### config.mk
export PLATFORM = sky130hd
export DESIGN_NAME = fetch_pc_unit_flat
export DESIGN_NICKNAME = d
export VERILOG_FILES = /design/src/rtl/fetch_pc_unit_if.sv /design/src/rtl/fetch_pc_unit.sv /design/src/flat_wrapper.sv
export SDC_FILE = /design/constraint.sdc
export NUM_CORES = 1
export LEC_CHECK = 0
export CAP_MARGIN = 10
export CORE_UTILIZATION = 40
export DETAILED_ROUTE_END_ITERATION = 12
export GPL_TIMING_DRIVEN = 0
export PLACE_DENSITY = 0.66
export REMOVE_ABC_BUFFERS = 1
export SYNTH_ARGS = -nofsm -noshare
export SYNTH_HDL_FRONTEND = slang
export SYNTH_SLANG_ARGS = --single-unit
### constraint.sdc
create_clock -name clk -period 7.2 [get_ports clk]
set_input_delay 2.16 -clock clk [delete_from_list [all_inputs] [get_ports clk]]
set_output_delay 2.16 -clock clk [all_outputs]
set_load 0.005 [all_outputs]
### src/rtl/fetch_pc_unit_if.sv
// Fetch-stage bus: instruction memory, branch predictor, hazard/redirect
// controls and the IF/ID register outputs of fetch_pc_unit.
interface fetch_pc_unit_if;
  logic [31:0] imem_addr_o;
  logic [31:0] instr_i;
  logic        imem_stall_i;
  logic [31:0] branch_pc_o;
  logic        pred_take_i;
  logic [31:0] pred_dest_i;
  logic        stall_i;
  logic        redirect_i;
  logic [31:0] redirect_pc_i;
  logic        if_valid_o;
  logic [31:0] if_pc_o;
  logic [31:0] if_instr_o;
  logic        if_pred_taken_o;
  logic [31:0] if_pred_target_o;

  // Fetch unit side
  modport master (
    output imem_addr_o, branch_pc_o,
    output if_valid_o, if_pc_o, if_instr_o, if_pred_taken_o, if_pred_target_o,
    input  instr_i, imem_stall_i, pred_take_i, pred_dest_i,
    input  stall_i, redirect_i, redirect_pc_i
  );

  // Memory / predictor / pipeline side
  modport slave (
    input  imem_addr_o, branch_pc_o,
    input  if_valid_o, if_pc_o, if_instr_o, if_pred_taken_o, if_pred_target_o,
    output instr_i, imem_stall_i, pred_take_i, pred_dest_i,
    output stall_i, redirect_i, redirect_pc_i
  );
endinterface

### src/rtl/fetch_pc_unit.sv
// Fetch PC unit: keeps the program counter, predicts next PC from the fetched
// word (JAL always, conditional branches via the predictor), waits out busy
// instruction memory and applies redirects from EX.
module fetch_pc_unit #(
  parameter logic [31:0] RESET_PC       = 32'h0000_0000,
  parameter logic        USE_BTB_TARGET = 1'b0
) (
  input logic            clk,
  input logic            rst,
  fetch_pc_unit_if.master bus
);

  typedef enum logic [1:0] {RUN, MEM_WAIT, MEM_WAIT_REDIR} state_t;

  state_t      state;
  logic [31:0] pc;
  logic [31:0] pending_pc;

  logic        is_branch;
  logic        is_jal;
  logic [31:0] b_imm;
  logic [31:0] j_imm;
  logic [31:0] b_target;
  logic [31:0] j_target;
  logic [31:0] seq_pc;
  logic        pred_taken;
  logic [31:0] pred_target;

  assign bus.imem_addr_o = pc;
  assign bus.branch_pc_o = pc;

  // Decode the fetched word and form the predicted next PC
  always_comb begin
    is_branch = (bus.instr_i[6:0] == 7'b1100011);
    is_jal    = (bus.instr_i[6:0] == 7'b1101111);
    b_imm     = {{20{bus.instr_i[31]}}, bus.instr_i[7], bus.instr_i[30:25],
                 bus.instr_i[11:8], 1'b0};
    j_imm     = {{12{bus.instr_i[31]}}, bus.instr_i[19:12], bus.instr_i[20],
                 bus.instr_i[30:21], 1'b0};
    j_target  = (pc + j_imm) & 32'hFFFF_FFFE;
    b_target  = USE_BTB_TARGET ? (bus.pred_dest_i & 32'hFFFF_FFFE)
                               : ((pc + b_imm) & 32'hFFFF_FFFE);
    seq_pc    = pc + 32'd4;
    pred_taken  = is_jal | (is_branch & bus.pred_take_i);
    pred_target = seq_pc;
    if (is_jal) begin
      pred_target = j_target;
    end else if (is_branch && bus.pred_take_i) begin
      pred_target = b_target;
    end
  end

  // Fetch control FSM, PC and IF/ID register.
  // RUN and MEM_WAIT share one transition body: MEM_WAIT only differs in
  // that its entry was caused by a busy memory, and its exit on data return
  // is exactly a RUN capture. A redirect while memory is busy is parked in
  // pending_pc so the outstanding fetch address never changes mid-request.
  always_ff @(posedge clk) begin
    if (rst) begin
      state               <= RUN;
      pc                  <= RESET_PC;
      pending_pc          <= '0;
      bus.if_valid_o       <= 1'b0;
      bus.if_pc_o          <= '0;
      bus.if_instr_o       <= '0;
      bus.if_pred_taken_o  <= 1'b0;
      bus.if_pred_target_o <= '0;
    end else begin
      case (state)
        RUN, MEM_WAIT: begin
          if (bus.redirect_i) begin
            bus.if_valid_o <= 1'b0;
            if (bus.imem_stall_i) begin
              pending_pc <= bus.redirect_pc_i;
              state      <= MEM_WAIT_REDIR;
            end else begin
              pc    <= bus.redirect_pc_i;
              state <= RUN;
            end
          end else if (bus.imem_stall_i) begin
            if (!bus.stall_i) bus.if_valid_o <= 1'b0;
            state <= MEM_WAIT;
          end else begin
            state <= RUN;
            if (!bus.stall_i) begin
              bus.if_valid_o       <= 1'b1;
              bus.if_pc_o          <= pc;
              bus.if_instr_o       <= bus.instr_i;
              bus.if_pred_taken_o  <= pred_taken;
              bus.if_pred_target_o <= pred_target;
              pc                   <= pred_target;
            end
          end
        end
        MEM_WAIT_REDIR: begin
          bus.if_valid_o <= 1'b0;
          if (bus.redirect_i) pending_pc <= bus.redirect_pc_i;
          if (!bus.imem_stall_i) begin
            pc    <= bus.redirect_i ? bus.redirect_pc_i : pending_pc;
            state <= RUN;
          end
        end
        default: state <= RUN;
      endcase
    end
  end

endmodule

### src/flat_wrapper.sv
// flat-port wrapper written by rule: the top's interface ports become plain ports
module fetch_pc_unit_flat 
#(
  parameter logic [31:0] RESET_PC       = 32'h0000_0000,
  parameter logic        USE_BTB_TARGET = 1'b0
)
  (clk, rst, bus_imem_addr_o, bus_branch_pc_o, bus_if_valid_o, bus_if_pc_o, bus_if_instr_o, bus_if_pred_taken_o, bus_if_pred_target_o, bus_instr_i, bus_imem_stall_i, bus_pred_take_i, bus_pred_dest_i, bus_stall_i, bus_redirect_i, bus_redirect_pc_i);
  fetch_pc_unit_if bus_i ();
  input logic clk;
  input logic rst;
  output wire logic [$bits(bus_i.imem_addr_o)-1:0] bus_imem_addr_o;
  output wire logic [$bits(bus_i.branch_pc_o)-1:0] bus_branch_pc_o;
  output wire logic [$bits(bus_i.if_valid_o)-1:0] bus_if_valid_o;
  output wire logic [$bits(bus_i.if_pc_o)-1:0] bus_if_pc_o;
  output wire logic [$bits(bus_i.if_instr_o)-1:0] bus_if_instr_o;
  output wire logic [$bits(bus_i.if_pred_taken_o)-1:0] bus_if_pred_taken_o;
  output wire logic [$bits(bus_i.if_pred_target_o)-1:0] bus_if_pred_target_o;
  input wire logic [$bits(bus_i.instr_i)-1:0] bus_instr_i;
  input wire logic [$bits(bus_i.imem_stall_i)-1:0] bus_imem_stall_i;
  input wire logic [$bits(bus_i.pred_take_i)-1:0] bus_pred_take_i;
  input wire logic [$bits(bus_i.pred_dest_i)-1:0] bus_pred_dest_i;
  input wire logic [$bits(bus_i.stall_i)-1:0] bus_stall_i;
  input wire logic [$bits(bus_i.redirect_i)-1:0] bus_redirect_i;
  input wire logic [$bits(bus_i.redirect_pc_i)-1:0] bus_redirect_pc_i;
  assign bus_imem_addr_o = bus_i.imem_addr_o;
  assign bus_branch_pc_o = bus_i.branch_pc_o;
  assign bus_if_valid_o = bus_i.if_valid_o;
  assign bus_if_pc_o = bus_i.if_pc_o;
  assign bus_if_instr_o = bus_i.if_instr_o;
  assign bus_if_pred_taken_o = bus_i.if_pred_taken_o;
  assign bus_if_pred_target_o = bus_i.if_pred_target_o;
  assign bus_i.instr_i = bus_instr_i;
  assign bus_i.imem_stall_i = bus_imem_stall_i;
  assign bus_i.pred_take_i = bus_pred_take_i;
  assign bus_i.pred_dest_i = bus_pred_dest_i;
  assign bus_i.stall_i = bus_stall_i;
  assign bus_i.redirect_i = bus_redirect_i;
  assign bus_i.redirect_pc_i = bus_redirect_pc_i;
  fetch_pc_unit #(.RESET_PC(RESET_PC), .USE_BTB_TARGET(USE_BTB_TARGET)) u_core (.clk(clk), .rst(rst), .bus(bus_i));
endmodule
[Word level (Yosys, flattened, before mapping)]
Index checks and enable logic that the tools add are counted.
Cells by class
  add/subtract/negate cells: 3
  multipliers: 0
  divide/modulo/power cells: 0
  $lt $le $gt $ge: 0
  equal/unequal tests: 9
  shift operators: 0
  muxes and demuxes: 22
  bitwise gates (word level): 5
  reduce and logical (&&, ||, !) cells: 8
Operators with widths (number)
  32-bit 2-to-1 mux: 10
  32-bit case mux with 2 select lines: 2
  32-bit adder: 2
  32-bit by 3-bit adder with 32-bit output (second input constant): 1
  7-bit == test (second input constant): 2
  2-bit != test (second input constant): 4
  4-bit AND reduction: 2
  2-bit 2-to-1 mux: 3
  1-bit 2-to-1 mux: 5
  2-bit case mux with 2 select lines: 1
  3-bit != test (second input constant): 1
  1-bit inverter: 3
  3-bit AND reduction: 1
  2-bit by 1-bit == test with 1-bit output (second input constant): 1
  2-bit == test (second input constant): 1
  2-bit zero test: 1
  1-bit case mux with 2 select lines: 1
  2-bit AND reduction: 1
  2-bit nonzero test: 1
  2-bit OR reduction: 1
  1-bit AND: 1
  1-bit logical AND: 1
  1-bit bitwise OR: 1
Word-level totals
  register bits: 164
  bits in latches: 0
  memory bits (writable): 0
  bits in read-only memories: 0
  bits of input ports: 102
  output and inout bits: 162
  word-level logic and storage cells: 55
  memories: 0

[Longest topological paths before layout]
  word-level depth: 8
  gate-level depth with buffers: 13
  gate-level depth less buffers: 13

[Worst setup path before layout]
Ideal clock, no wire load.
  kind: input-to-reg
  start: input port bus_instr_i[21]
  end: register u_core.pc[31], in the netlist u_core.bus.branch_pc_o[31]
  setup time: 0.116 ns
  data arrival time: 4.455 ns
  data required time: 7.084 ns
  setup slack: 2.629 ns
  stages: 13
  buffers on the path: 0
  cells stage by stage: ha_1 > inv_1 > fa_1 > nand2b_1 > a21oi_1 > o21ai_0 > a311oi_2 > o211ai_1 > a21boi_0 > nor3_1 > a211oi_2 > mux2i_1 > nor2_1
On the way
  longest elaborated chain between the ends: 6
Ends and longest elaborated chain
  start, declared: RTL line flat_wrapper.sv:18  | input wire logic [$bits(bus_i.instr_i)-1:0] bus_instr_i;
  32-bit adder: RTL line fetch_pc_unit.sv:40  | j_target = (pc + j_imm) & 32'hFFFF_FFFE;
  32-bit 2-to-1 mux: RTL line fetch_pc_unit.sv:46  | if (is_jal) begin
  32-bit 2-to-1 mux: RTL line fetch_pc_unit.sv:85  | if (!bus.stall_i) begin
  32-bit 2-to-1 mux: RTL line fetch_pc_unit.sv:80  | end else if (bus.imem_stall_i) begin
  32-bit 2-to-1 mux: RTL line fetch_pc_unit.sv:71  | if (bus.redirect_i) begin
  32-bit case mux with 2 select lines: RTL line fetch_pc_unit.sv:69  | case (state)
  end signal, assigned: RTL line fetch_pc_unit.sv:77  | pc <= bus.redirect_pc_i;
  end signal, assigned: RTL line fetch_pc_unit.sv:91  | pc <= pred_target;
  end signal, assigned: RTL line fetch_pc_unit.sv:99  | pc <= bus.redirect_i ? bus.redirect_pc_i : pending_pc;
  end, declared: RTL line fetch_pc_unit.sv:16  | logic [31:0] pc;
Every way passes these cells. The select of a mux whose other input is x is not followed.
A chain may end at the register's enable or synchronous reset.

[Final worst setup path]
  start: input port bus_instr_i[31]
  end: register u_core.pc[26], in the netlist u_core.bus.branch_pc_o[26]
On the way
  longest elaborated chain between the ends: 7
  elaborated cells between the ends (all ways): 8
  those cells by class: add/sub: 2; mux: 6
Ends and longest elaborated chain
  32-bit adder: RTL line fetch_pc_unit.sv:42  | : ((pc + b_imm) & 32'hFFFF_FFFE);
  32-bit 2-to-1 mux: RTL line fetch_pc_unit.sv:48  | end else if (is_branch && bus.pred_take_i) begin
  32-bit 2-to-1 mux *: RTL line fetch_pc_unit.sv:46
  32-bit 2-to-1 mux *: RTL line fetch_pc_unit.sv:85
  32-bit 2-to-1 mux *: RTL line fetch_pc_unit.sv:80
  32-bit 2-to-1 mux *: RTL line fetch_pc_unit.sv:71
  32-bit case mux with 2 select lines *: RTL line fetch_pc_unit.sv:69
Every way passes the cells marked *; elsewhere a longest branch is shown, timed or not. The select of a mux whose other input is x is not followed.

==> flow_metrics.env <==
export IMPL_crit_start="bus_instr_i[31]"
export IMPL_fin_crit_sh_pct=79.76
export IMPL_tightestPinTransition_ns=1.240
export IMPL_ant_nets=0
export IMPL_cts_inserted_buffers=17
export IMPL_grtUsageTotal_pct=25.71
export IMPL_cts_root_buffer="clkbuf_16"
export IMPL_worst_r2r_path_depth=13
export IMPL_syn_inst=1418
export IMPL_finalWirelength_um=34350
export IMPL_finalInstanceArea_um2=13300
export IMPL_grt_overflow=0
export IMPL_synth_seq_cells=164
export IMPL_critPathMaxFanout=23
export IMPL_synth_area_um2=10300
export IMPL_min_path_type="reg2reg"
export IMPL_die_height_um=162.4
export IMPL_hold_start="u_core.bus.if_pc_o[17]"
export IMPL_placed_area_um2=12730
export IMPL_dp_cells=1868
export IMPL_dp_hpwl_um=24170
export IMPL_portBuffers=231
export IMPL_grt_pass1_wl_um=53660
export IMPL_rr_startpoint="u_core.bus.branch_pc_o[1]"
export IMPL_core_area_um2=25180
export IMPL_pin_count=264
export IMPL_synth_edf_count=0
export IMPL_cts_tree="built"
export IMPL_worstReg2RegEnd="u_core.bus.branch_pc_o[29]"
export IMPL_vias=10810
export IMPL_leakage_nw=4.919
export IMPL_cap_violations=0
export IMPL_critPathMaxStageDelay_ns=0.95
export IMPL_synth_xor_area_share_pct=4.168
export IMPL_firstDrtPassIters=5
export IMPL_avgRoutedWirePerCell_um=18.06
export IMPL_ys_seq_area_share_pct=31.89
export IMPL_critical_path_cell_chain="clkdlybuf4s50_1, ha_1, nand2_1, nor2_1, nand4_1, o32ai_1, nor2_1, o211a_1, o21ai_0, o2111ai_1, nor2_1, o22ai_1"
export IMPL_final_common_cell="nand2_1"
export IMPL_ys_warn_count=0
export IMPL_hold_viol_final=0
export IMPL_syn_to_final_growth_pct=29.17
export IMPL_first_global_vias=9809
export IMPL_die_area_um2=26390
export IMPL_clock_path_buffers=2
export IMPL_crit_cells=12
export IMPL_crit_buf_inv=1
export IMPL_path_common_cell="nor2_1"
export IMPL_rsz0062_at_grt="no"
export IMPL_synthAdderAreaFrac_pct=5.736
export IMPL_synth_mux_area_share_pct=0.9722
export IMPL_cts_htree_levels=4
export IMPL_synth_compound_area_share_pct=25.92
export IMPL_crit_type="in2reg"
export IMPL_crit_family="compound AO/OA/AOI/OAI gates"
export IMPL_finalNonFillerCells=1902
export IMPL_fill_cells=2465
export IMPL_drt_initial_drc_count=982
export IMPL_clock_sinks=164
export IMPL_synth_top_family_by_area="compound AO/OA/AOI/OAI gates"
export IMPL_pre_cts_slack_ns=1.030
export IMPL_gp_congestion=0.8979
export IMPL_yosys_area_share_simple_pct=24.73
export IMPL_pwr_density_cell_nw_per_um2=191.4
export IMPL_clk_latency_ns=0.45
export IMPL_avgSynthCellArea_um2=7.261
export IMPL_peakVddDrop_v=0.0001456
export IMPL_finalWorstSetupSlack_ns=1.457
export IMPL_start_util_pct=40.89
export IMPL_num_rows=58
export IMPL_synthArstFlopShare_pct=0
export IMPL_cts_resized=0
export IMPL_die_x_um=162.4
export IMPL_layout_common_cells="304 x nand2_1, 229 x clkdlybuf4s50_1, 193 x a21oi_1, 164 x dfxtp_1, 108 x nor2_1"
export IMPL_clk_pin_slew_ns=0.07
export IMPL_rrSetupSlack_ns=3.32
export IMPL_worstPathArrival_ns=6.05
export IMPL_post_cts_setup_buffer_count=0
export IMPL_grt_max_degree=111
export IMPL_post_route_min_period_ns=5.743
export IMPL_crit_path_top_delay_cell="clkdlybuf4s50_1"
export IMPL_outcome="completed"
export IMPL_drc=0
export IMPL_required_ns=7.50
export IMPL_crit_path_end="u_core.bus.branch_pc_o[26]"
export IMPL_via_per_inst=5.681
export IMPL_drive_gt1_share_pct=4.140
export IMPL_max_freq_mhz=174.1
export IMPL_relSlewSlack_pct=17.33
export IMPL_finalMaxSlewViolations=0
export IMPL_cts_hold_buf=0
export IMPL_ys_flop_type="dfxtp_1"
export IMPL_skew_ns=0.01578
export IMPL_ys_types=70
export IMPL_antenna_found_initial=3
export IMPL_start_kind="input pin"
export IMPL_finalSetupViolCount=0
export IMPL_fin_nets=1705
export IMPL_cp_end_kind="register"
-- power by group --
group | leakage (nW) | internal [mW] | total (mW) | switching, mW
logic | 3.31 | 0.289 | 0.632 | 0.343
clock network | 0.275 | 0.464 | 0.907 | 0.443
registers | 1.34 | 0.951 | 1.01 | 0.0542
-- cell type report --
| class | count | area, um^2 | share of cell area (%) |
|---|---|---|---|
| multi-input combinational | 1111 | 6364 | 47.85 |
| antenna | 2 | 5.005 | 0.03763 |
| timing repair buffer | 244 | 2604 | 19.58 |
| tap | 330 | 412.9 | 3.105 |
| inverter | 19 | 71.32 | 0.5363 |
| clock buffer | 19 | 442.9 | 3.331 |
| sequential | 164 | 3283 | 24.69 |
| clock inverter | 13 | 116.4 | 0.8750 |
-- kinds of logic (layout without fill, tap and decap cells) --
kind of cell	Yosys count	in the layout
adders and majority gates	46	46
AOI/OAI and AO/OA	431	431
muxes	10	10
and+or+nand+nor	575	575
DFF	164	164
xor gates and xnor gates	49	49
buffers and inverters	143	295
other	0	2
-- how the worst min path moves through the flow --
stage                                        end  slack (ns)  cells after the start
after global placement     u_core.pending_pc[30]        0.44                      2
after global routing      u_core.bus.if_pc_o[19]        0.47                      2
after floorplan            u_core.pending_pc[30]        0.43                      2
after CTS                  u_core.bus.if_pc_o[0]        0.45                      2
after detailed placement   u_core.pending_pc[30]        0.44                      2
final                     u_core.bus.if_pc_o[17]        0.45                      2
-- state kept, by name (all words and copies together) (netlist names) --
register / cells
u_core.pending_pc: 32
u_core.bus.if_pred_taken_o: 1
u_core.bus.if_pred_target_o: 32
u_core.bus.if_instr_o: 32
u_core.state: 2
u_core.bus.if_valid_o: 1
u_core.bus.if_pc_o: 32
u_core.bus.branch_pc_o: 32
-- synth_stat cells, types with 5 or more instances --
master | count | area [um^2]
o21a_1 | 10 | 75.07
o31ai_1 | 5 | 37.54
nor2_1 | 111 | 416.7
and4_1 | 7 | 61.31
nand3b_1 | 18 | 135.1
buf_4 | 33 | 247.7
xor2_1 | 23 | 201.4
xnor2_1 | 26 | 227.7
o211ai_1 | 14 | 105.1
o22ai_1 | 11 | 68.82
nor3b_1 | 5 | 37.54
a211oi_1 | 27 | 202.7
and2_1 | 7 | 43.79
or3_1 | 8 | 50.05
a221o_1 | 5 | 50.05
nand4_1 | 8 | 50.05
ha_1 | 44 | 550.5
and3_1 | 14 | 87.58
nor3_1 | 37 | 185.2
o21ai_1 | 20 | 100.1
a21oi_1 | 193 | 965.9
dfxtp_1 | 164 | 3283
inv_1 | 19 | 71.32
o21bai_1 | 6 | 45.04
a311oi_1 | 7 | 61.31
nand3_1 | 25 | 125.1
clkbuf_1 | 78 | 292.8
nor2b_1 | 9 | 56.30
o221ai_1 | 9 | 78.83
o21ai_0 | 52 | 260.3
buf_2 | 8 | 40.04
mux2i_1 | 10 | 100.1
a21o_1 | 21 | 157.7
nand2_1 | 305 | 1145
a31oi_1 | 10 | 62.56
-- metal layers --
metal / GRT usage [%] / vias up / share of wire (%)
li1: - / 5259 / -
met1: 35.40 / 5075 / 46
met2: 40.46 / 415 / 45
met3: 4.864 / 56 / 7.0
met4: 7.676 / 0 / 1.7
met5: 0 / - / 0
-- stage by stage --
| step | hold slack [ns] | total power [mW] | util (%) | TNS (ns) |
|---|---|---|---|---|
| 2_1_floorplan | 0.4256 | 1.361 | - | 0 |
| 3_3_place_gp | 0.4407 | 1.636 | 49.30 | -429.57 |
| 3_5_place_dp | 0.4448 | 1.650 | 50.57 | 0 |
| 4_1_cts | 0.4547 | 2.552 | 52.79 | 0 |
| 5_1_grt | 0.4711 | 2.664 | 52.79 | 0 |
| 6_report | 0.4527 | 2.545 | 52.81 | 0 |
-- worst reg2reg max path, delay by kind of cell (launching register included) --
| family | cells | cell delay [ns] |
|---|---|---|
| AO/OA/AOI/OAI | 6 | 1.79 |
| buffers and inverters | 1 | 0.06 |
| adder cells (fa/ha/maj) | 2 | 0.65 |
| flip-flops | 1 | 0.47 |
| AND/OR/NAND/NOR | 4 | 0.75 |
Power figures use the tool's default switching activity.
